## src/rtl/mem_wb_pkg.sv

```systemverilog
// Shared pipeline-register constants, the write-back bundle type, and the
// stall/flush decode used by every pipeline register.
package mem_wb_pkg;

    localparam int unsigned REG_ADDR_W = 5;
    localparam int unsigned WORD_W     = 32;
    localparam int unsigned STALL_W    = 6;

    localparam int unsigned STALL_MEM  = 4;
    localparam int unsigned STALL_WB   = 5;

    localparam logic [REG_ADDR_W-1:0] NOP_REG   = '0;
    localparam logic [WORD_W-1:0]     ZERO_WORD = '0;

    // Everything the writeback stage consumes, grouped so that capture,
    // hold and bubble are each one assignment.
    typedef struct packed {
        logic [REG_ADDR_W-1:0] wd;
        logic                  wreg;
        logic [WORD_W-1:0]     wdata;
        logic                  whilo;
        logic [WORD_W-1:0]     hi;
        logic [WORD_W-1:0]     lo;
    } wb_bundle_t;

    localparam wb_bundle_t WB_BUBBLE = '{
        wd:    NOP_REG,
        wreg:  1'b0,
        wdata: ZERO_WORD,
        whilo: 1'b0,
        hi:    ZERO_WORD,
        lo:    ZERO_WORD
    };

    typedef enum logic [1:0] {
        ACT_CAPTURE = 2'd0,
        ACT_BUBBLE  = 2'd1,
        ACT_HOLD    = 2'd2
    } stage_act_e;

    // Flush beats any stall. Upstream stalled while downstream runs means a
    // bubble; both stalled means hold. The illegal "WB stalled, MEM running"
    // combination falls through to capture.
    function automatic stage_act_e stage_action(input logic flush,
                                                input logic stall_up,
                                                input logic stall_dn);
        if (flush)
            return ACT_BUBBLE;
        if (stall_up && !stall_dn)
            return ACT_BUBBLE;
        if (stall_up)
            return ACT_HOLD;
        return ACT_CAPTURE;
    endfunction

endpackage

```

## src/rtl/mem_wb.sv

```systemverilog
// MEM -> WB pipeline register with stall/flush handling and a retired
// write-back counter for debug/performance readout.
module mem_wb
    import mem_wb_pkg::*;
#(
    parameter int unsigned CNT_W = 32
) (
    input  logic             clk,
    input  logic             rst,
    input  logic [5:0]       stall,
    input  logic             flush,
    input  logic [4:0]       mem_wd,
    input  logic             mem_wreg,
    input  logic [31:0]      mem_wdata,
    input  logic             mem_whilo,
    input  logic [31:0]      mem_hi,
    input  logic [31:0]      mem_lo,
    output logic [4:0]       wb_wd,
    output logic             wb_wreg,
    output logic [31:0]      wb_wdata,
    output logic             wb_whilo,
    output logic [31:0]      wb_hi,
    output logic [31:0]      wb_lo,
    output logic [CNT_W-1:0] retire_cnt
);

    wb_bundle_t       wb_d, wb_q;
    wb_bundle_t       mem_bundle;
    logic [CNT_W-1:0] cnt_d, cnt_q;
    stage_act_e       act;
    logic             unused_stall_lo;

    // Only the MEM and WB stall bits matter to this stage.
    assign unused_stall_lo = ^stall[STALL_MEM-1:0];

    // Gather the MEM-stage request and decode what this edge should do.
    always_comb begin
        mem_bundle = '{
            wd:    mem_wd,
            wreg:  mem_wreg,
            wdata: mem_wdata,
            whilo: mem_whilo,
            hi:    mem_hi,
            lo:    mem_lo
        };
        act = stage_action(flush, stall[STALL_MEM], stall[STALL_WB]);
    end

    // Next bundle, and count the presented write-back if WB consumes it.
    always_comb begin
        wb_d  = wb_q;
        cnt_d = cnt_q;
        unique case (act)
            ACT_CAPTURE: wb_d = mem_bundle;
            ACT_BUBBLE:  wb_d = WB_BUBBLE;
            ACT_HOLD:    wb_d = wb_q;
            default:     wb_d = wb_q;
        endcase
        if ((wb_q.wreg || wb_q.whilo) && !stall[STALL_WB])
            cnt_d = cnt_q + CNT_W'(1);
    end

    // State registers with synchronous reset.
    always_ff @(posedge clk) begin
        if (rst) begin
            wb_q  <= WB_BUBBLE;
            cnt_q <= '0;
        end else begin
            wb_q  <= wb_d;
            cnt_q <= cnt_d;
        end
    end

    assign wb_wd      = wb_q.wd;
    assign wb_wreg    = wb_q.wreg;
    assign wb_wdata   = wb_q.wdata;
    assign wb_whilo   = wb_q.whilo;
    assign wb_hi      = wb_q.hi;
    assign wb_lo      = wb_q.lo;
    assign retire_cnt = cnt_q;

endmodule

```

## config.mk

```make
export PLATFORM = sky130hd
export DESIGN_NAME = mem_wb
export DESIGN_NICKNAME = d
export VERILOG_FILES = /design/src/rtl/mem_wb_pkg.sv /design/src/rtl/mem_wb.sv
export SDC_FILE = /design/constraint.sdc
export NUM_CORES = 1
export LEC_CHECK = 0
export CAP_MARGIN = 20
export CORE_MARGIN = 3
export CORE_UTILIZATION = 40
export DETAILED_ROUTE_END_ITERATION = 10
export PLACE_DENSITY_LB_ADDON = 0.08
export REMOVE_ABC_BUFFERS = 1
export SYNTH_ARGS = -nofsm -noshare
export SYNTH_HDL_FRONTEND = slang
export SYNTH_SLANG_ARGS = --single-unit
export TNS_END_PERCENT = 1
```

## constraint.sdc

```tcl
create_clock -name clk -period 2.25 [get_ports clk]
set_input_delay 0.225 -clock clk [delete_from_list [all_inputs] [get_ports clk]]
set_output_delay 0.225 -clock clk [all_outputs]
set_load 0.05 [all_outputs]
```

# Word level (Yosys, flattened, before mapping)

Index checks and enable logic that the tools add are counted.

$add $sub $neg: 1
Equality and inequality tests: 1
Mux-type cells: 13
Reductions and logical operators: 6

Operator list:

| kind                  | number |
|---|---|
| $pmux 103 s2          | 1 |
| $add 32x1->32 const B | 1 |
| $mux 2                | 6 |
| $mux 1                | 6 |
| $eq 2x1->1 const B    | 1 |
| $logic_and 1x1->1     | 2 |
| $logic_not 2->1       | 1 |
| $reduce_bool 2->1     | 1 |
| $logic_not 1->1       | 1 |
| $logic_or 1x1->1      | 1 |

Flip-flop bits (word level): 135
Bits of input ports: 112
Output and inout bits: 135
Word-level logic and storage cells: 28

# Longest topological paths before layout

Gate-level depths: netlist of the first run.

Depth in word-level cells: 11
Gate-level depth with buffers: 7
Mapped depth without buffers: 5

# Least setup slack after synthesis of the first run

No wires, ideal clock.

Kind: flip-flop to flip-flop
Start: register cnt_q[0], in the netlist retire_cnt[0]
End: register cnt_q[18], in the netlist retire_cnt[18]
Setup time: 121 ps
Data arrival time: 2038 ps
Data required time: 2129 ps
Slack: 92 ps
Cell stages (with the launch flop): 7
Path buffers: 1
Period minus slack after synthesis: 2158 ps
Cells stage by stage: dfxtp_1 > ha_1 > nand3_1 > or2_1 > buf_6 > nor4_1 > mux2_2

Longest elaborated chain between the ends: 1

Ends and longest elaborated chain:

| what                     | line         | text |
|---|---|---|
| start: declaration       | mem_wb.sv:29 | `logic [CNT_W-1:0] cnt_d, cnt_q;` |
| start signal: assignment | mem_wb.sv:70 | `cnt_q <= cnt_d;` |
| $add 32x1->32            | mem_wb.sv:60 | `cnt_d = cnt_q + CNT_W'(1);` |

No other way between the ends.
A chain may end at the register's enable or synchronous reset.

# Worst setup path in the final report of the first run

Start: register cnt_q[0], in the netlist retire_cnt[0]
End: register cnt_q[30], in the netlist retire_cnt[30]

Same word-level chain as after synthesis.

==> flow_metrics.py, run 1 <==
metrics = {
    "setup_path": {
        "critPathKind": "register to register",
        "cp.depth": 5,
        "r2r_setup_slack_ps": 280,
        "crit_fanout": 15,
        "reg2reg_from": "retire_cnt[0]",
        "reg2regPathDepth": 5,
        "end_kind": "register",
        "crit_required_ps": 2550,
        "worstPathArrival_ps": 2270,
        "cp_slowest_cell": "dfxtp_1",
        "crit_path_end": "retire_cnt[30]",
        "crit_path_cell_trace": "ha_1 -> nand3_1 -> or2_1 -> nor4_1 -> mux2_2",
        "crit_family": "simple AND/OR/NAND/NOR gates",
        "cpPeakStageDelay_ps": 410,
        "regToRegEndpoint": "retire_cnt[30]",
        "path_buf_inv": 0,
        "crit_start": "retire_cnt[0]",
        "cp-start-kind": "register",
    },
    "finish": {
        "drive_gt1_share_pct": 7.91,
        "final_area_um2": 8140,
        "num_antenna_cells": 0,
        "areaGrowthSynthToFinish_pct": 63.1,
        "final_common_cell": "clkdlybuf4s50_1",
        "final_cells": 939,
        "final_core_util_pct": 67.2,
        "final_nets": 871,
        "mostFrequentLayoutCells": "241 x clkdlybuf4s50_1, 135 x dfxtp_1, 123 x nor2_1",
    },
    "detailed_routing": {
        "vias": 4904,
        "drc_errors": 0,
        "drtIter0Drc": 388,
        "drt_wl_total_um": 15900,
        "via_per_inst": 5.22,
        "drtPass1Iterations": 5,
        "avgRoutedWirePerCell_um": 16.9,
        "postRouteAntennaNets": 0,
    },
    "cts": {
        "cts.clk_slew.worst_paths_ps": 60,
        "post_cts_buffers": 0,
        "cts_max_level": 4,
        "cts_tree": "built",
        "cts_sinks": 135,
        "clkLatencyLatePin_ps": 410,
        "cts-root-buf": "clkbuf_16",
        "postCtsResizedCells": 0,
        "ctsHoldBuffers": 0,
        "cts_max_path_buffers": 2,
        "numCtsBuffers": 17,
    },
    "power_and_ir_drop": {
        "power.density_nw_per_um2": 710,
        "p_seq_share_pct": 42.9,
        "peakVddDrop_mv": 0.446,
        "switching_share_pct": 24.4,
        "p_leak_uw": 0.00288,
        "pwr-share-comb_pct": 12.4,
        "clockPowerShare_pct": 44.7,
        "p_int_uw": 4370,
        "net-switching-power_uw": 1410,
    },
    "synthesis": {
        "ys_ff_latch": 135,
        "synth.avg_cell_area_um2": 9.39,
        "ys_seq_area_share_pct": 54.2,
        "synth-edff-count": 0,
        "synthSimpleGateAreaFrac_pct": 18.6,
        "synth_area_um2": 4990,
        "synth_xor_area_share_pct": 1.58,
        "synth_adder_area_share_pct": 0.251,
        "synth_top_family_by_area": "compound AO/OA/AOI/OAI gates",
        "synth-async-reset-ratio_pct": 0,
        "synth_cell_types": 33,
        "netlist_instances": 531,
        "synthFlopType": "dfxtp_1",
        "synth_warnings": 0,
        "synth_mux_area_share_pct": 2.48,
        "synth_compound_area_share_pct": 18.8,
    },
    "global_routing": {
        "grt_pass1_wl_um": 25500,
        "grt-ovfl-total": 0,
        "grt_max_degree": 95,
        "antenna_found_initial": 0,
        "use_met1_pct": 24.5,
        "grt.total_usage_pct": 22.8,
        "grtUsageMet3_pct": 11.4,
        "grt-busiest-layer": "met2",
        "met2_usage_pct": 37.6,
        "grt_pass1_vias": 4942,
    },
    "floorplanning": {
        "die_y_um": 118,
        "ios": 247,
        "row_count": 40,
        "die_x_um": 118,
        "floorplan.initialDensity_pct": 41.2,
        "core-area_um2": 12100,
        "die_area_um2": 13800,
    },
    "placement": {
        "dp_cells": 907,
        "place_hpwl_um": 11000,
        "place.gp.congestion": 0.772,
        "port_buffers": 242,
        "place_area_um2": 7580,
    },
    "timing": {
        "relSlewSlack_pct": 62.0,
        "setup_viol": 0,
        "hold_viol": 0,
        "grt_setup_unrepaired": "false",
        "tightest_slew_ps": 569,
        "clock-skew-final_ps": 5.22,
        "period_needed_ps": 1970,
        "finalCritPeriodShare_pct": 87.6,
        "finalMaxSlewViolations": 0,
        "hold_slack_ps": 250,
        "max_freq_ghz": 0.507,
    },
    "run_status": {
        "status": "finished, final reports clean",
    },
    "flow_run": {
        "maxCapViolCount": 0,
    },
    "worst_hold_path": {
        "hold_path.class": "input pin to register",
    },
}
worst min-delay path by stage:
stage | slack (ps) | startpoint | to | depth (start not counted)
floorplan | 290 | rst | retire_cnt[10] | 1
global placement | 480 | wb_wdata[22] | wb_wdata[22] | 2
detailed placement | 480 | wb_hi[29] | wb_hi[29] | 2
CTS | 240 | rst | wb_hi[23] | 2
global route | 260 | rst | wb_hi[23] | 2
finish | 250 | rst | wb_hi[23] | 2
Yosys cell counts (2+ instances only):
library cell	number	area (um2)
o21ai_0	3	15.0
buf_4	2	15.0
mux2_2	11	124
nor2b_1	11	68.8
buf_1	4	15.0
xor2_1	6	52.6
or4_1	8	60.1
inv_1	3	11.3
nand2_2	2	12.5
and4_1	6	52.6
clkbuf_1	35	131
dfxtp_1	135	2700
nand2_1	11	41.3
nor2_1	125	469
buf_6	2	22.5
a21oi_1	12	60.1
or3_1	3	18.8
nand4_1	8	50.1
a22oi_1	103	773
nand3_1	8	40.0
o31ai_1	8	60.1
xnor2_1	3	26.3
nor4_1	11	68.8
buf_2	2	10.0
cell families after synthesis:
logic type / count (synthesis)
AO/OA/AOI/OAI: 128
XOR/XNOR: 9
adder cells (fa/ha/maj): 1
buffers and inverters: 48
flip-flops: 135
multiplexers: 11
AND/OR/NAND/NOR: 199
sequential cells by signal, summed over array words and instances (netlist names):
name / count
wb_lo: 32
wb_wdata: 32
wb_wreg: 1
wb_whilo: 1
wb_wd: 5
wb_hi: 32
retire_cnt: 32
worst register-to-register path: stages, from the launching register on:
cell and delay [ps]:
dfxtp_1 410, ha_1 200, nand3_1 110, or2_1 400, nor4_1 360, mux2_2 370
layer usage:
layer	up-vias	routed length, um
li1	2368	-
met1	2334	6000
met2	170	7800
met3	32	1550
met4	0	511
met5	-	0
power by group through the flow:
stage	clock network [uW]	registers [uW]	logic (uW)
detailed placement	0	2530	716
global placement	0	2530	708
CTS	2640	2480	721
global route	2740	2490	753
floorplan	0	2720	126
finish	2590	2480	714
cell type report:
cell class,instances,area (um2)
fill,1008,3980
sequential,135,2700
timing repair buffer,253,2560
multi-input combinational,348,2100
clock buffer,22,474
tap,168,210
clock inverter,10,77.6
inverter,3,11.3
through the flow:
| step | setup WS [ps] | setup TNS, ps | total power, uW |
|---|---|---|---|
| 2_1_floorplan | -1780 | -183810 | 2850 |
| 3_3_place_gp | 156 | 0 | 3230 |
| 3_5_place_dp | 147 | 0 | 3250 |
| 4_1_cts | 260 | 0 | 5840 |
| 5_1_grt | 73.5 | 0 | 5980 |
| 6_report | 278 | 0 | 5780 |
No activity file was read; power rests on OpenSTA's default activity.
==> run 2: changes to the inputs <==
ABC_AREA = 1   (was unset)
CORE_UTILIZATION = 45   (was 40)
SLEW_MARGIN = 20   (was unset)
==> flow_metrics.py, run 2 <==
metrics = {
    "finish": {
        "areaGrowthSynthToFinish_pct": 48.9,
        "final_nets": 1286,
        "final_area_um2": 9910,
        "drive_gt1_share_pct": 10.0,
        "fillers": 1204,
        "final_common_cell": "inv_1",
        "num_antenna_cells": 0,
        "mostFrequentLayoutCells": "352 x inv_1, 241 x clkdlybuf4s50_1, 158 x nor2_1",
    },
    "placement": {
        "post-place-ws_ps": 427,
        "port_buffers": 242,
        "place_area_um2": 9240,
        "place_hpwl_um": 12500,
        "place.gp.congestion": 0.871,
    },
    "synthesis": {
        "synth-async-reset-ratio_pct": 0,
        "synth_cell_types": 26,
        "netlist_instances": 939,
        "yosysMostFrequentCell": "inv_1",
        "synth_top_area_cell": "dfxtp_1",
        "synth_top_cell_area_share_pct": 40.6,
        "synth_warnings": 0,
        "ys_top_cells_by_area": "dfxtp_1 41%, inv_1 20%, o22ai_2 13%",
        "ys_seq_area_share_pct": 40.6,
        "synth.avg_cell_area_um2": 7.09,
        "synthFlopType": "dfxtp_1",
        "synth-edff-count": 0,
        "netlist_top_cells_count": "352 x inv_1, 158 x nor2_1, 135 x dfxtp_1, 70 x o22ai_2, 66 x nand2_1",
        "ys_ff_latch": 135,
        "synth_area_um2": 6660,
    },
    "floorplanning": {
        "core-area_um2": 14100,
        "die_area_um2": 16300,
        "floorplan.initialDensity_pct": 47.0,
        "row_count": 43,
        "die_x_um": 128,
        "ios": 247,
        "die_y_um": 128,
    },
    "timing": {
        "period_needed_ps": 1940,
        "max_freq_ghz": 0.515,
        "timing.setup.tns_ps": 0,
        "setup_slack_ps": 307,
        "grt_setup_unrepaired": "false",
        "hold_slack_ps": 244,
        "relSlewSlack_pct": 61.1,
        "setup_viol": 0,
        "tightest_slew_ps": 581,
        "finalCritPeriodShare_pct": 86.4,
        "hold_viol": 0,
        "clock-skew-final_ps": 5.05,
        "finalMaxSlewViolations": 0,
    },
    "cts": {
        "cts_sinks": 135,
        "post_cts_buffers": 0,
        "cts_tree": "built",
        "cts_max_level": 4,
        "ctsHoldBuffers": 0,
        "numCtsBuffers": 17,
        "cts.clk_slew.worst_paths_ps": 60,
        "cts-root-buf": "clkbuf_16",
        "postCtsResizedCells": 0,
        "cts_max_path_buffers": 2,
        "clkLatencyLatePin_ps": 410,
    },
    "power_and_ir_drop": {
        "finalPower_uw": 6460,
        "peakVddDrop_mv": 0.409,
        "p_leak_uw": 0.00404,
        "power.density_nw_per_um2": 652,
    },
    "setup_path": {
        "cp-start-kind": "register",
        "critPathKind": "register to output port",
        "crit_fanout": 6,
        "path_buf_inv": 1,
        "end_kind": "output port",
        "crit_family": "buffers and inverters",
        "reg2regPathDepth": 8,
        "crit_path_cell_trace": "clkdlybuf4s50_1",
        "cp_slowest_cell": "clkdlybuf4s50_1",
        "cpPeakStageDelay_ps": 860,
        "worstPathArrival_ps": 1720,
        "cp.depth": 1,
        "crit_required_ps": 2030,
    },
    "global_routing": {
        "antenna_found_initial": 0,
        "grt_max_degree": 55,
        "grt_pass1_vias": 5598,
        "grt.total_usage_pct": 21.4,
        "grt_pass1_wl_um": 27900,
        "grt-ovfl-total": 0,
    },
    "flow_run": {
        "maxCapViolCount": 0,
    },
    "detailed_routing": {
        "drtPass1Iterations": 4,
        "avgRoutedWirePerCell_um": 12.9,
        "via_per_inst": 4.39,
        "drtIter0Drc": 323,
        "vias": 5994,
        "drt_wl_total_um": 17600,
        "drc_errors": 0,
        "postRouteAntennaNets": 0,
    },
    "run_status": {
        "status": "finished, final reports clean",
    },
    "worst_hold_path": {
        "hold_depth": 2,
        "hold_path.class": "input pin to register",
    },
}
-- run 2: changes by cell type in the layout (fill, tap and decap cells not counted), sizes merged, moves of 23 or more --
cell	change
a22oi	-103
inv	+349
nand2	+53
nand3	+23
nor2	+40
o22ai	+103
-- run 2: cell families (layout without fill, tap and decap cells) --
| group | Yosys count | after routing | synth area share, % |
|---|---|---|---|
| adder cells (fa/ha/maj) | 1 | 1 | 0.188 |
| buffers and inverters | 390 | 637 | 23.2 |
| AND/OR/NAND/NOR | 276 | 276 | 17.0 |
| flip-flops | 135 | 135 | 40.6 |
| AO/OA/AOI/OAI | 135 | 135 | 18.8 |
| XOR/XNOR | 2 | 2 | 0.263 |
-- run 2: per-layer routing --
| layer | vias up | GRT usage (%) | share of wire [%] |
|---|---|---|---|
| li1 | 3216 | - | - |
| met1 | 2582 | 27.6 | 45 |
| met2 | 171 | 35.7 | 47 |
| met3 | 25 | 4.43 | 6.0 |
| met4 | 0 | 7.68 | 2.1 |
| met5 | - | 0 | 0 |
-- run 2: power by group --
part           total [uW]  leakage (uW)  switching, uW  internal, uW
clock network        3100      0.000324            989          2110
registers            2480       0.00110           28.2          2450
logic                 879       0.00262            484           396
total                6460       0.00404           1500          4960
-- run 2: final timing paths --
| kind | slack, ps | to | from |
|---|---|---|---|
| worst min register to register | 500 | retire_cnt[2] | retire_cnt[2] |
| worst max register to register | 640 | retire_cnt[14] | retire_cnt[0] |
| worst min-delay path | 240 | wb_wd[1] | rst |
| worst max-delay path | 310 | retire_cnt[20] | retire_cnt[20] |
-- run 2: layout make-up --
| cell class | count | area (um2) | share of cell area (%) |
|---|---|---|---|
| multi-input cells | 414 | 2410 | 24.4 |
| well taps | 180 | 225 | 2.27 |
| inverters | 352 | 1320 | 13.3 |
| repair buffers | 253 | 2580 | 26.0 |
| clock buffers | 25 | 505 | 5.10 |
| clock inverters | 7 | 163 | 1.64 |
| flip-flops and latches | 135 | 2700 | 27.3 |
-- run 2: per-stage QoR --
| stage | util [%] | instances |
|---|---|---|
| after floorplan | - | 901 |
| after global placement | 65.3 | 1334 |
| after detailed placement | 65.3 | 1334 |
| after CTS | 70.0 | 1366 |
| after global routing | 70.0 | 1366 |
| final | 70.0 | 1366 |
==> patch (flow settings as in run 1) <==
Make the reset (`rst`) asynchronous in one clocked block. Comments in the files are not updated.
--- a/src/rtl/mem_wb.sv
+++ b/src/rtl/mem_wb.sv
@@ -62,5 +62,5 @@
 
     // State registers with synchronous reset.
-    always_ff @(posedge clk) begin
+    always_ff @(posedge clk or posedge rst) begin
         if (rst) begin
             wb_q  <= WB_BUBBLE;
Function: differs if rst is asserted again (counterexample within 4 cycles, from zero or initial values and one cycle with rst high); with rst held inactive, the same outputs for 10 cycles.
==> patch against run 1 <==
Final area grew 3.2%. Sequential share of layout area grew 7.0 points. Wire length shrank 8.3%. Total power grew 9.5%. Sequential cell count is the same. Combinational power grew 69%. Area after synthesis grew 2.0%. Register-to-register slack gained 210 ps. Setup slack lost 4.5 ps. Synthesized cell count shrank 31%.
==> patch: results (changes against run 1) <==
Setup path:
- The slowest stage of the critical path belongs to the cell clkdlybuf4s50_1.
- The delay of the slowest critical-path stage is 870 ps (+460 ps).
- The launch point of the worst reg-to-reg path is retire_cnt[0].
- The terminus of the critical flop-to-flop path is retire_cnt[20].
- The setup slack on the worst flop-to-flop path came to 490 ps (+210 ps).
- The data arrival time of the critical path is 1750 ps (-520 ps).
- The depth of the worst register-to-register path is 5 (unchanged).
- The critical path ends at retire_cnt[8].
- The critical path starts at retire_cnt[8].
- The family with the most delay on the worst path is buffers and inverters.
- The maximum fanout count along the critical path came to 7 (-8).

Cells and area:
- The count of nets after finishing was 729 (-16%).
- The share of post-route cells with drive strength above 1 is 7.974% (+0.063 points).
- The antenna diode count is 0 (unchanged).
- The number of fill cells in the layout is 929 (-7.8%).
- The count of non-filler cells in the finished layout was 795 (-15%).

STA:
- The setup TNS came to 0 ps (unchanged).
- The clock period minus worst slack came to 1976 ps (+4.547 ps).
- The worst slew slack as a fraction of its limit was 61.87% (-0.082 points).
- The worst setup skew after layout was 4.406 ps (-0.8179 ps).

Clocking:
- The number of instances resized during post-cts repair is 0 (unchanged).
- The clock latency reported for the late side of the worst-skew pair came to 410 ps (about the same).
- The largest buffer count on any clock path is 2 (unchanged).
- The buffers inserted during post-CTS setup optimization is 0 (unchanged).
- In this run the clock root is driven by a clkbuf_16.
- The total clock buffers created by CTS is 17 (unchanged).
- The H-tree depth is 4 (unchanged).

Drt:
- The average wire per standard cell is 18.29 µm (+8.3%).
- The first-iteration detailed-routing DRC count is 302 (-22%).
- The first-pass detailed-route iteration total is 4 (-1).
- The detail-routed via count per cell is 5.112 (-2.1%).

Min path:
- In this run the worst hold path is classified as input pin to async pin.

Yosys:
- The share of flip-flops with an asynchronous set or reset after synthesis is 100.0% (+100 points).
- By area the synthesized netlist is led by dfrtp_1 (66%), a22o_1 (18%), xnor2_1 (4.3%).
- The commonest register cell after synthesis is dfrtp_1.
- The number of synthesis warnings is 0 (unchanged).
- By count the netlist is led by dfrtp_1 (135), a22o_1 (103), xnor2_1 (25), clkbuf_1 (17).
- The share of synthesized area occupied by flip-flops and latches is 66.39% (+12 points).
- The count of unique library cells instantiated by Yosys is 23 (-30%).
- The gate count of the mapped netlist is 364 (-31%).

Place:
- The final estimated routing congestion in global placement is 0.7482 (-3.0%).
- The worst slack at placement is 321.8 ps (+174.4 ps).
- The placed wire-length estimate is 10440 µm (-5.2%).
- The instance count after placement with tap cells included was 765 (-16%).

Global routing:
- The global routing usage summed across all routing layers came to 20.90% (-1.9 points).
- The wire length of the first global-routing pass was 23090 µm (-9.4%).
- The maximum number of pins on one net before global-route repair is 51 (-46%).
- The via count of the first global-routing pass was 4333 (-12%).
- The number of antenna violations at the first check in global routing is 0 (unchanged).

Status:
- The run finished with clean final reports.

Power and ir drop:
- The peak supply drop is 0.0005264 V (+18%).
- The static leakage came to 0.003713 µW (+29%).
- The switching power of the nets is 1771 µW (+25%).
-- patch: changes by cell type after synthesis, sizes merged, moves of 7 or more --
| cell | delta |
|---|---|
| a21oi | -12 |
| a22oi | -103 |
| dfrtp | +135 |
| o31ai | -8 |
| and4 | -7 |
| nor2b | -11 |
| mux2 | -11 |
| xnor2 | +22 |
| a22o | +103 |
| or4 | -8 |
| nor2 | -117 |
| dfxtp | -135 |
| clkbuf | -18 |
| nand4 | +8 |
-- patch: worst min path at each step --
stage,from,end
3_3_place_gp,retire_cnt[31],retire_cnt[31]
6_report,rst,wb_hi[6]
4_1_cts,rst,wb_hi[3]
2_1_floorplan,mem_hi[0],wb_hi[0]
3_5_place_dp,retire_cnt[31],retire_cnt[31]
5_1_grt,rst,wb_hi[6]
-- patch: logic make-up (layout without fill, tap and decap cells) --
kind of cell               after synthesis  after routing  synth area share, %
AOI/OAI and AO/OA                      105            105                18.15
xor gates and xnor gates                31             31                5.336
adders and majority gates                1              1               0.2458
buffers and inverters                   26            289                2.016
DFF                                    135            135                66.39
and+or+nand+nor                         66             66                7.868
-- patch: through the flow --
step | hold slack, ps | power (µW) | util (%) | cell area [µm²]
final | 183.2 | 6329 | 68.73 | 8393
after global routing | 198.0 | 6587 | 68.73 | 8393
after CTS | 181.8 | 6398 | 68.73 | 8393
after detailed placement | 475.2 | 3925 | 64.48 | 7874
after global placement | 461.4 | 3907 | 64.48 | 7874
after floorplan | 357.7 | 3363 | - | 5001
-- patch: power groups by stage --
stage          Combinational (µW)  Sequential, µW  Clock [µW]
4_1_cts                      1220            2670        2510
2_1_floorplan                 223            3140           0
3_3_place_gp                 1200            2710           0
6_report                     1210            2670        2450
5_1_grt                      1270            2690        2630
3_5_place_dp                 1220            2710           0
-- patch: metal layers --
metal  vias to the layer above  part of all wire, %  global-route usage [%]
li1                       1871                    -                       -
met1                      2020                   39                   23.89
met2                       155                   51                   34.81
met3                        18                  8.1                   9.617
met4                         0                  1.7                   6.879
met5                         -                    0                       0
-- patch: area by class of cell --
type / count / area, µm² / share of cell area, %
clock buffer: 26 / 499.2 / 5.948
clock inverter: 4 / 20.02 / 0.2385
inverter: 4 / 17.52 / 0.2087
multi-input combinational: 203 / 1623 / 19.34
sequential: 135 / 3378 / 40.25
tap: 168 / 210.2 / 2.504
timing repair buffer: 255 / 2645 / 31.51
